## config.mk

```make
export PLATFORM = sky130hd
export DESIGN_NAME = time_ctrl_flat
export DESIGN_NICKNAME = d
export VERILOG_FILES = /design/src/rtl/time_ctrl_if.sv /design/src/rtl/time_ctrl.sv /design/src/flat_wrapper.sv
export SDC_FILE = /design/constraint.sdc
export NUM_CORES = 1
export LEC_CHECK = 0
export BUFFER_PORTS_ARGS = -buffer_cell sky130_fd_sc_hd__clkbuf_2
export CORE_MARGIN = 2
export CORE_UTILIZATION = 35
export CTS_BUF_LIST = sky130_fd_sc_hd__clkbuf_4 sky130_fd_sc_hd__clkbuf_8
export CTS_CLUSTER_SIZE = 14
export DETAILED_ROUTE_END_ITERATION = 6
export PLACE_DENSITY = 0.61
export SLEW_MARGIN = 20
export SYNTH_ARGS = -nofsm -noshare
export SYNTH_HDL_FRONTEND = slang
export SYNTH_SLANG_ARGS = --single-unit
```

## constraint.sdc

```tcl
create_clock -name sclk -period 5 [get_ports sclk]
set_input_delay 0.25 -clock sclk [delete_from_list [all_inputs] [get_ports sclk]]
set_output_delay 0.25 -clock sclk [all_outputs]
set_load 0.005 [all_outputs]
```

## src/rtl/time_ctrl_if.sv

```systemverilog
// Key pulses, live counter values and the control/display outputs of time_ctrl.
interface time_ctrl_if;
  logic        key_start;
  logic        key_clr;
  logic        key_set;
  logic        key_add;
  logic [7:0]  cur_min;
  logic [7:0]  cur_sec;
  logic [7:0]  cur_deci_sec;
  logic        state;
  logic [23:0] update;
  logic        update_trigger;
  logic [1:0]  set_field;
  logic        blink;
  logic [7:0]  disp_min;
  logic [7:0]  disp_sec;
  logic [7:0]  disp_deci_sec;

  // Controller side
  modport master (
    input  key_start, key_clr, key_set, key_add, cur_min, cur_sec, cur_deci_sec,
    output state, update, update_trigger, set_field, blink, disp_min, disp_sec, disp_deci_sec
  );

  // Counter / keypad / display side
  modport slave (
    output key_start, key_clr, key_set, key_add, cur_min, cur_sec, cur_deci_sec,
    input  state, update, update_trigger, set_field, blink, disp_min, disp_sec, disp_deci_sec
  );
endinterface

```

## src/rtl/time_ctrl.sv

```systemverilog
// Control FSM for the min/sec/deci-second counter: run/stop, clear, set mode with
// field blink and inactivity timeout, and a registered display mux.
module time_ctrl #(
  parameter int unsigned MIN_MAX     = 59,
  parameter int unsigned SEC_MAX     = 59,
  parameter int unsigned BLINK_CYC   = 25_000_000,
  parameter int unsigned TIMEOUT_CYC = 500_000_000
) (
  input  logic         sclk,
  input  logic         nrst,
  time_ctrl_if.master  bus_io
);

  localparam int unsigned BlinkW = (BLINK_CYC > 1) ? $clog2(BLINK_CYC) : 1;
  localparam int unsigned ToW    = (TIMEOUT_CYC > 1) ? $clog2(TIMEOUT_CYC) : 1;
  localparam logic [BlinkW-1:0] BlinkLast = BlinkW'(BLINK_CYC - 1);
  localparam logic [ToW-1:0]    ToLast    = ToW'(TIMEOUT_CYC - 1);
  localparam logic [7:0]        MinMax    = 8'(MIN_MAX);
  localparam logic [7:0]        SecMax    = 8'(SEC_MAX);

  typedef enum logic [1:0] {StStop, StRun, StSetMin, StSetSec} fsm_e;

  fsm_e              fsm_q, fsm_d;
  logic [7:0]        edit_min_q, edit_min_d;
  logic [7:0]        edit_sec_q, edit_sec_d;
  logic [BlinkW-1:0] blink_cnt_q, blink_cnt_d;
  logic              blink_q, blink_d;
  logic [ToW-1:0]    to_cnt_q, to_cnt_d;
  logic              state_q, state_d;
  logic [23:0]       update_q, update_d;
  logic              trig_q, trig_d;
  logic [1:0]        field_q, field_d;
  logic [7:0]        disp_min_q, disp_min_d;
  logic [7:0]        disp_sec_q, disp_sec_d;
  logic [7:0]        disp_deci_q, disp_deci_d;

  logic              k_clr, k_set, k_start, k_add, any_key;
  logic              in_set, next_in_set, load;
  logic [23:0]       load_val;

  // Key priority, FSM next state, edit registers, counters and output next values
  always_comb begin
    k_clr    = bus_io.key_clr;
    k_set    = !bus_io.key_clr && bus_io.key_set;
    k_start  = !bus_io.key_clr && !bus_io.key_set && bus_io.key_start;
    k_add    = !bus_io.key_clr && !bus_io.key_set && !bus_io.key_start && bus_io.key_add;
    any_key  = bus_io.key_clr | bus_io.key_set | bus_io.key_start | bus_io.key_add;
    in_set   = (fsm_q == StSetMin) || (fsm_q == StSetSec);

    fsm_d      = fsm_q;
    edit_min_d = edit_min_q;
    edit_sec_d = edit_sec_q;
    load       = 1'b0;
    load_val   = 24'd0;

    unique case (fsm_q)
      StStop: begin
        if (k_clr) begin
          load = 1'b1;
        end else if (k_set) begin
          fsm_d      = StSetMin;
          edit_min_d = bus_io.cur_min;
          edit_sec_d = bus_io.cur_sec;
        end else if (k_start) begin
          fsm_d = StRun;
        end
      end
      StRun: begin
        if (k_clr) begin
          fsm_d = StStop;
          load  = 1'b1;
        end else if (k_start) begin
          fsm_d = StStop;
        end
      end
      StSetMin: begin
        if (k_clr) begin
          fsm_d = StStop;
        end else if (k_set) begin
          fsm_d = StSetSec;
        end else if (k_add) begin
          edit_min_d = (edit_min_q >= MinMax) ? 8'd0 : edit_min_q + 8'd1;
        end else if (!any_key && to_cnt_q == ToLast) begin
          fsm_d = StStop;
        end
      end
      StSetSec: begin
        if (k_clr) begin
          fsm_d = StStop;
        end else if (k_set) begin
          fsm_d    = StStop;
          load     = 1'b1;
          load_val = {edit_min_q, edit_sec_q, 8'd0};
        end else if (k_add) begin
          edit_sec_d = (edit_sec_q >= SecMax) ? 8'd0 : edit_sec_q + 8'd1;
        end else if (!any_key && to_cnt_q == ToLast) begin
          fsm_d = StStop;
        end
      end
      default: fsm_d = StStop;
    endcase

    next_in_set = (fsm_d == StSetMin) || (fsm_d == StSetSec);

    // A strobe right after another is dropped so the trigger never stays high
    trig_d   = load && !trig_q;
    update_d = trig_d ? load_val : update_q;

    // Blink restarts on entry and after any edit so the field shows at once
    blink_cnt_d = '0;
    blink_d     = 1'b0;
    if (next_in_set && in_set && !k_add && !k_set) begin
      if (blink_cnt_q == BlinkLast) begin
        blink_d = !blink_q;
      end else begin
        blink_cnt_d = blink_cnt_q + 1'b1;
        blink_d     = blink_q;
      end
    end

    to_cnt_d = '0;
    if (next_in_set && !any_key) begin
      to_cnt_d = to_cnt_q + 1'b1;
    end

    state_d = (fsm_d == StRun);
    field_d = (fsm_d == StSetMin) ? 2'd1 : ((fsm_d == StSetSec) ? 2'd2 : 2'd0);

    if (next_in_set) begin
      disp_min_d  = edit_min_d;
      disp_sec_d  = edit_sec_d;
      disp_deci_d = 8'd0;
    end else begin
      disp_min_d  = bus_io.cur_min;
      disp_sec_d  = bus_io.cur_sec;
      disp_deci_d = bus_io.cur_deci_sec;
    end
  end

  // State and registered outputs
  always_ff @(posedge sclk or negedge nrst) begin
    if (!nrst) begin
      fsm_q       <= StStop;
      edit_min_q  <= 8'd0;
      edit_sec_q  <= 8'd0;
      blink_cnt_q <= '0;
      blink_q     <= 1'b0;
      to_cnt_q    <= '0;
      state_q     <= 1'b0;
      update_q    <= 24'd0;
      trig_q      <= 1'b0;
      field_q     <= 2'd0;
      disp_min_q  <= 8'd0;
      disp_sec_q  <= 8'd0;
      disp_deci_q <= 8'd0;
    end else begin
      fsm_q       <= fsm_d;
      edit_min_q  <= edit_min_d;
      edit_sec_q  <= edit_sec_d;
      blink_cnt_q <= blink_cnt_d;
      blink_q     <= blink_d;
      to_cnt_q    <= to_cnt_d;
      state_q     <= state_d;
      update_q    <= update_d;
      trig_q      <= trig_d;
      field_q     <= field_d;
      disp_min_q  <= disp_min_d;
      disp_sec_q  <= disp_sec_d;
      disp_deci_q <= disp_deci_d;
    end
  end

  assign bus_io.state          = state_q;
  assign bus_io.update         = update_q;
  assign bus_io.update_trigger = trig_q;
  assign bus_io.set_field      = field_q;
  assign bus_io.blink          = blink_q;
  assign bus_io.disp_min       = disp_min_q;
  assign bus_io.disp_sec       = disp_sec_q;
  assign bus_io.disp_deci_sec  = disp_deci_q;

endmodule

```

## src/flat_wrapper.sv

```systemverilog
// flat-port wrapper written by rule: the top's interface ports become plain ports
module time_ctrl_flat 
#(
  parameter int unsigned MIN_MAX     = 59,
  parameter int unsigned SEC_MAX     = 59,
  parameter int unsigned BLINK_CYC   = 25_000_000,
  parameter int unsigned TIMEOUT_CYC = 500_000_000
)
  (sclk, nrst, bus_io_key_start, bus_io_key_clr, bus_io_key_set, bus_io_key_add, bus_io_cur_min, bus_io_cur_sec, bus_io_cur_deci_sec, bus_io_state, bus_io_update, bus_io_update_trigger, bus_io_set_field, bus_io_blink, bus_io_disp_min, bus_io_disp_sec, bus_io_disp_deci_sec);
  time_ctrl_if bus_io_i ();
  input  logic sclk;
  input  logic nrst;
  input wire logic [$bits(bus_io_i.key_start)-1:0] bus_io_key_start;
  input wire logic [$bits(bus_io_i.key_clr)-1:0] bus_io_key_clr;
  input wire logic [$bits(bus_io_i.key_set)-1:0] bus_io_key_set;
  input wire logic [$bits(bus_io_i.key_add)-1:0] bus_io_key_add;
  input wire logic [$bits(bus_io_i.cur_min)-1:0] bus_io_cur_min;
  input wire logic [$bits(bus_io_i.cur_sec)-1:0] bus_io_cur_sec;
  input wire logic [$bits(bus_io_i.cur_deci_sec)-1:0] bus_io_cur_deci_sec;
  output wire logic [$bits(bus_io_i.state)-1:0] bus_io_state;
  output wire logic [$bits(bus_io_i.update)-1:0] bus_io_update;
  output wire logic [$bits(bus_io_i.update_trigger)-1:0] bus_io_update_trigger;
  output wire logic [$bits(bus_io_i.set_field)-1:0] bus_io_set_field;
  output wire logic [$bits(bus_io_i.blink)-1:0] bus_io_blink;
  output wire logic [$bits(bus_io_i.disp_min)-1:0] bus_io_disp_min;
  output wire logic [$bits(bus_io_i.disp_sec)-1:0] bus_io_disp_sec;
  output wire logic [$bits(bus_io_i.disp_deci_sec)-1:0] bus_io_disp_deci_sec;
  assign bus_io_i.key_start = bus_io_key_start;
  assign bus_io_i.key_clr = bus_io_key_clr;
  assign bus_io_i.key_set = bus_io_key_set;
  assign bus_io_i.key_add = bus_io_key_add;
  assign bus_io_i.cur_min = bus_io_cur_min;
  assign bus_io_i.cur_sec = bus_io_cur_sec;
  assign bus_io_i.cur_deci_sec = bus_io_cur_deci_sec;
  assign bus_io_state = bus_io_i.state;
  assign bus_io_update = bus_io_i.update;
  assign bus_io_update_trigger = bus_io_i.update_trigger;
  assign bus_io_set_field = bus_io_i.set_field;
  assign bus_io_blink = bus_io_i.blink;
  assign bus_io_disp_min = bus_io_i.disp_min;
  assign bus_io_disp_sec = bus_io_i.disp_sec;
  assign bus_io_disp_deci_sec = bus_io_i.disp_deci_sec;
  time_ctrl #(.MIN_MAX(MIN_MAX), .SEC_MAX(SEC_MAX), .BLINK_CYC(BLINK_CYC), .TIMEOUT_CYC(TIMEOUT_CYC)) u_core (.sclk(sclk), .nrst(nrst), .bus_io(bus_io_i));
endmodule
```

# Word level (Yosys, flattened, before mapping)
# Cells that the tools add are included.
[classes] eq_ne=9 reduce_logical=23 muxes=43 n_lt_le_gt_ge=2 bitwise=3 add_sub_neg=4
[op_table] operator="8-bit two-way mux" count=15
[op_table] operator="24-bit two-way mux" count=3
[op_table] operator="25-bit two-way mux" count=2
[op_table] operator="8-bit case mux with 2 select lines" count=2
[op_table] operator="29-bit by 1-bit adder with 29-bit output (second input constant)" count=1
[op_table] operator="29-bit equality test (second input constant)" count=1
[op_table] operator="29-bit two-way mux" count=1
[op_table] operator="2-bit two-way mux" count=13
[op_table] operator="25-bit by 1-bit adder with 25-bit output (second input constant)" count=1
[op_table] operator="25-bit equality test (second input constant)" count=1
[op_table] operator="8-bit by 1-bit adder with 8-bit output (second input constant)" count=2
[op_table] operator="8-bit by 6-bit >= comparator with 1-bit output (second input constant)" count=2
[op_table] operator="1-bit logical AND" count=11
[op_table] operator="2-bit equality test (second input constant)" count=4
[op_table] operator="1-bit logical NOT" count=8
[op_table] operator="2-bit case mux with 4 select lines" count=1
[op_table] operator="1-bit two-way mux" count=5
[op_table] operator="2-bit by 1-bit equality test with 1-bit output (second input constant)" count=2
[op_table] operator="1-bit OR" count=3
[op_table] operator="2-bit logical NOT" count=1
[op_table] operator="1-bit logical OR" count=2
[op_table] operator="2-bit != test (second input constant)" count=1
[op_table] operator="1-bit case mux with 2 select lines" count=1
[op_table] operator="2-bit OR reduction" count=1
[word_totals] in_bits=30 elab_cells=97 regBits=125

# Logic depth before layout (Yosys ltp)
[depth] depth_word=16 ltp_mapped=10 depth_no_buf=8

# Least setup slack after synthesis
# Ideal clock, no wire load.
[synth_path] path_type="register to register" from="register u_core.fsm_q[0]" to="register u_core.blink_cnt_q[10]" path_slack_ns=2.663 required_ns=4.928 path_stages_with_launch=11 path_buffers=3 arrival_ns=2.265 cell_sequence="dfrtp_1 inv_1 ha_1 clkbuf_1 a221oi_1 o41ai_2 o21ai_4 or3_1 buf_2 buf_6 nor2_1"
[synth_via] elab_chain_len=11 word_cells_on_any_way=24 cone_classes="eq/ne (5); mux (13); reduce/logical (6)"
[synth_lines] item="start, declared" line="time_ctrl.sv:23" text="fsm_e fsm_q, fsm_d;"
[synth_lines] item="start signal, assigned" line="time_ctrl.sv:143" text="fsm_q <= StStop;"
[synth_lines] item="start signal, assigned" line="time_ctrl.sv:157" text="fsm_q <= fsm_d;"
[synth_lines] item="2-bit two-way mux" line="time_ctrl.sv:83, time_ctrl.sv:96"
[synth_lines] item="2-bit two-way mux" line="time_ctrl.sv:81" text="end else if (k_add) begin"
[synth_lines] item="2-bit two-way mux (on tied branches)" line="time_ctrl.sv:90, time_ctrl.sv:79"
[synth_lines] item="2-bit two-way mux (on tied branches)" line="time_ctrl.sv:88, time_ctrl.sv:77"
[synth_lines] item="2-bit case mux with 4 select lines" line="time_ctrl.sv:56" text="unique case (fsm_q)"
[synth_lines] item="2-bit equality test" line="time_ctrl.sv:103" text="next_in_set = (fsm_d == StSetMin) || (fsm_d == StSetSec);"
[synth_lines] item="1-bit logical OR" line="time_ctrl.sv:103"
[synth_lines] item="1-bit logical AND * (3 in series)" line="time_ctrl.sv:112" text="if (next_in_set && in_set && !k_add && !k_set) begin"
[synth_lines] item="25-bit two-way mux *" line="time_ctrl.sv:112"
[synth_lines] item="via u_core.blink_cnt_d[10]" line="time_ctrl.sv:26" text="logic [BlinkW-1:0] blink_cnt_q, blink_cnt_d;"
[synth_lines] item="end signal, assigned" line="time_ctrl.sv:160" text="blink_cnt_q <= blink_cnt_d;"
[synth_lines] item="end, declared" line="time_ctrl.sv:26"
# Mark *: on every way through the listed nets, which the timed path passes. The rest lies on a longest branch.
# A chain may end at the register's enable or synchronous reset.

# Final worst setup path
[layout_path] from="register u_core.fsm_q[0]" to="register u_core.blink_cnt_q[17]"
# Same word-level chain as after synthesis.

==> impl_metrics.env <==
export IMPL_status="finished, final reports clean"
export IMPL_yosysTopAreaCellShare=0.516
export IMPL_p_sw_mw=0.958
export IMPL_synth_edff_count=0
export IMPL_fin_crit_sh=0.675
export IMPL_grt_pass1_vias=4420
export IMPL_place_inst=837
export IMPL_area_delta_synth_final_pct=16.5
export IMPL_critPathTopFamily="simple AND/OR/NAND/NOR gates"
export IMPL_seq_area_frac_synth=0.516
export IMPL_start_kind="flop"
export IMPL_ys_seq_elements=117
export IMPL_io_pins=83
export IMPL_drt_first_iter_violations=397
export IMPL_cp_data_arrival_time_ps=3650
export IMPL_synth_compound_area_frac=0.0716
export IMPL_pwr_density_cell_mw_per_mm2=441
export IMPL_synth_distinct_cells=59
export IMPL_path_buf_inv=1
export IMPL_ir_drop_mv=0.187
export IMPL_antenna_found_initial=1
export IMPL_maxSlewHeadroom=0.420
export IMPL_cts_tree="built"
export IMPL_crit_type="flop to flop"
export IMPL_drive_above_1_share=0.202
export IMPL_combPwrFrac=0.268
export IMPL_cts_hold_buffers=4
export IMPL_coreArea_mm2=0.0159
export IMPL_hold_class="input port to flop"
export IMPL_yosys_warnings=0
export IMPL_die_area_mm2=0.0173
export IMPL_yosysTopAreaCell="dfrtp_1"
export IMPL_synth_async_reset_ratio=1.00
export IMPL_timing_final_crit_period_ps=3380
export IMPL_wl_per_cell_um=14.3
export IMPL_tightest_slew_ps=863
export IMPL_initial_core_util=0.358
export IMPL_cts_resized=0
export IMPL_p_sw_frac=0.329
export IMPL_synthXorXnorAreaFrac=0.0787
export IMPL_final_cells=871
export IMPL_syn_inst=570
export IMPL_max_freq_mhz=296
export IMPL_gp_congestion=0.856
export IMPL_design_power_total_mw=2.92
export IMPL_antenna_cells=0
export IMPL_fin_area_mm2=0.00662
export IMPL_firstDrtPassIters=5
export IMPL_rows=46
export IMPL_totalWireLength_um=12500
export IMPL_cts_clk_slew_worst_paths_ps=70
export IMPL_rsz0062_at_grt="no"
export IMPL_route_detailed_drc=0
export IMPL_cts_made_buffers=17
export IMPL_synth_top_family_by_area="simple AND/OR/NAND/NOR gates"
export IMPL_dpl_instance_area_mm2=0.00617
export IMPL_postRouteAntennaNets=0
export IMPL_cts_buffer_depth=2
export IMPL_dieWidth_um=131
export IMPL_avgViaCountPerCell=4.97
export IMPL_overflow=0
export IMPL_max_stage_delay_ps=770
export IMPL_clkPwrFrac=0.307
export IMPL_cts_root_buf="clkbuf_8"
export IMPL_grt_pass1_wl_um=21500
export IMPL_critPathMaxFanout=25
export IMPL_max_cap_violations=0
export IMPL_static_leakage_power_nw=3.06
export IMPL_syn_cell_area_mm2=0.00568
export IMPL_clk_latency_ps=440
export IMPL_p_seq_frac=0.425
export IMPL_synthesis_area_per_instance_um2=9.96
export IMPL_cp_end_kind="flop"
export IMPL_port_buffer_count=74
export IMPL_ys_top_cells_by_area="dfrtp_1, xor2_1, nand2_1, nor2_1, nand3_1"
export IMPL_tns_ps=0
export IMPL_via_count=4325
export IMPL_synthSimpleGateAreaFrac=0.245
export IMPL_grt_use_total=0.152
export IMPL_synthAdderAreaFrac=0.0176
export IMPL_crit_chain="inv_1 > ha_1 > or2_2 > a32oi_1 > o21ai_0 > o21ai_4 > or3_1 > nor2_1"
export IMPL_hold_viol_final=0
export IMPL_die_h_um=131
export IMPL_clock_sinks=117
export IMPL_postCtsSetupBuffers=0
export IMPL_finClkSkew_ps=9.95
export IMPL_htreeDepth=4
export IMPL_finalSetupViolations=0
export IMPL_slew_viol_final=0
export IMPL_fin_nets=682
export IMPL_grt_max_degree=69
export IMPL_dp_hpwl_um=8580
export IMPL_slowest_stage="or3_1"
export IMPL_critical_path_required_ps=5280
export IMPL_synthMuxAreaShare=0.0284
export IMPL_synth_flop_cell="dfrtp_1"
export IMPL_internal_power_mw=1.96
==> cells in the mapped netlist (2+ instances only) <==
| master | instances |
|---|---|
| buf_4 | 8 |
| o21bai_1 | 2 |
| nand4_1 | 14 |
| buf_2 | 6 |
| xor2_1 | 36 |
| buf_6 | 5 |
| nor3_1 | 7 |
| a32oi_1 | 3 |
| nand3_1 | 50 |
| nand2b_1 | 8 |
| dfrtp_1 | 117 |
| nand2_1 | 72 |
| o211ai_1 | 2 |
| mux2_4 | 7 |
| mux2_2 | 5 |
| clkbuf_1 | 13 |
| a31oi_1 | 5 |
| and2_1 | 15 |
| ha_1 | 8 |
| nor2b_1 | 6 |
| nor4b_1 | 2 |
| a221o_1 | 2 |
| and3_1 | 14 |
| nor4_1 | 6 |
| a22o_1 | 4 |
| xnor2_1 | 15 |
| and4_1 | 5 |
| nor2_1 | 71 |
| inv_1 | 11 |
| o21ai_0 | 9 |
| nor3b_1 | 2 |
| a21o_1 | 4 |
| a21oi_1 | 10 |
==> placed cells by master, fill, tap and decap left out, types with 7 or more instances in the layout <==
cell type / count
mux2_4: 7
xor2_1: 36
inv_1: 11
and3_1: 14
nand4_1: 14
and2_1: 15
nor3_1: 7
clkbuf_2: 73
conb_1: 8
a21oi_1: 10
nand3_1: 50
nor2_1: 70
xnor2_1: 15
dfrtp_1: 117
nand2_1: 72
clkbuf_8: 18
ha_1: 8
nand2b_1: 8
o21ai_0: 9
==> layer usage <==
| metal | track usage | wire (um) |
|---|---|---|
| met1 | 0.198 | 5740 |
| met5 | 0 | 0 |
| met2 | 0.242 | 5910 |
| met4 | 0.0622 | 197 |
| met3 | 0.0409 | 649 |
==> power groups by stage <==
| stage | logic (mW) | clock network (mW) | registers, mW |
|---|---|---|---|
| finish | 0.783 | 0.895 | 1.24 |
| global route | 0.865 | 0.959 | 1.26 |
| CTS | 0.783 | 0.914 | 1.23 |
| detailed placement | 0.774 | 0 | 1.25 |
| global placement | 0.758 | 0 | 1.25 |
| floorplan | 0.527 | 0 | 1.24 |
==> per-stage QoR <==
step	setup WS, ps	hold WS [ps]	util
6_report	1620	29.4	0.416
5_1_grt	1360	21.5	0.416
4_1_cts	1610	9.06	0.416
3_5_place_dp	1620	430	0.388
3_3_place_gp	1760	408	0.388
2_1_floorplan	2660	-45.6	-
==> worst paths after layout <==
| path | startpoint | slack, ps | end | cells past startpoint |
|---|---|---|---|---|
| max | u_core.fsm_q[0] | 1620 | u_core.blink_cnt_q[17] | 8 |
| min | bus_io_cur_min[0] | 30 | u_core.edit_min_q[0] | 3 |
| max reg2reg | u_core.fsm_q[0] | 1620 | u_core.blink_cnt_q[17] | 8 |
| min reg2reg | u_core.to_cnt_q[0] | 460 | u_core.to_cnt_q[0] | 1 |
| max in group asynchronous | nrst | 3350 | u_core.blink_cnt_q[13] | 3 |
| min in group asynchronous | nrst | 470 | u_core.bus_io.update[8] | 2 |
==> cell families (layout without fill, tap and decap cells) <==
kind of cell	Yosys count	in the layout
and+or+nand+nor	282	282
DFF	117	117
AOI/OAI and AO/OA	55	55
xor gates and xnor gates	51	51
buffers and inverters	44	122
muxes	12	12
adders and majority gates	8	8
other	1	8
==> state kept, by name (all words and copies together), names as in the netlist, 8 cells and up <==
| signal | cells |
|---|---|
| u_core.bus_io.disp_deci_sec | 8 |
| u_core.bus_io.disp_sec | 8 |
| u_core.blink_cnt_q | 25 |
| u_core.bus_io.update | 16 |
| u_core.to_cnt_q | 29 |
| u_core.bus_io.disp_min | 8 |
| u_core.edit_sec_q | 8 |
| u_core.edit_min_q | 8 |
==> layout make-up <==
class                           instances  area (um^2)
Fill cell                            1567         9270
Sequential cell                       117         2930
Multi-Input combinational cell        416         2540
Timing Repair Buffer                   80          428
Clock buffer                           21          270
Tap cell                              216          270
Clock inverter                          9          130
Inverter                               12         45.0
==> worst reg2reg max path, delay by kind of cell (launching register included) <==
family	cells	cell delay [ps]
AND/OR/NAND/NOR	3	1280
AO/OA/AOI/OAI	3	1020
flip-flops	1	440
adder cells (fa/ha/maj)	1	380
buffers and inverters	1	110
No activity file was read; power rests on OpenSTA's default activity.
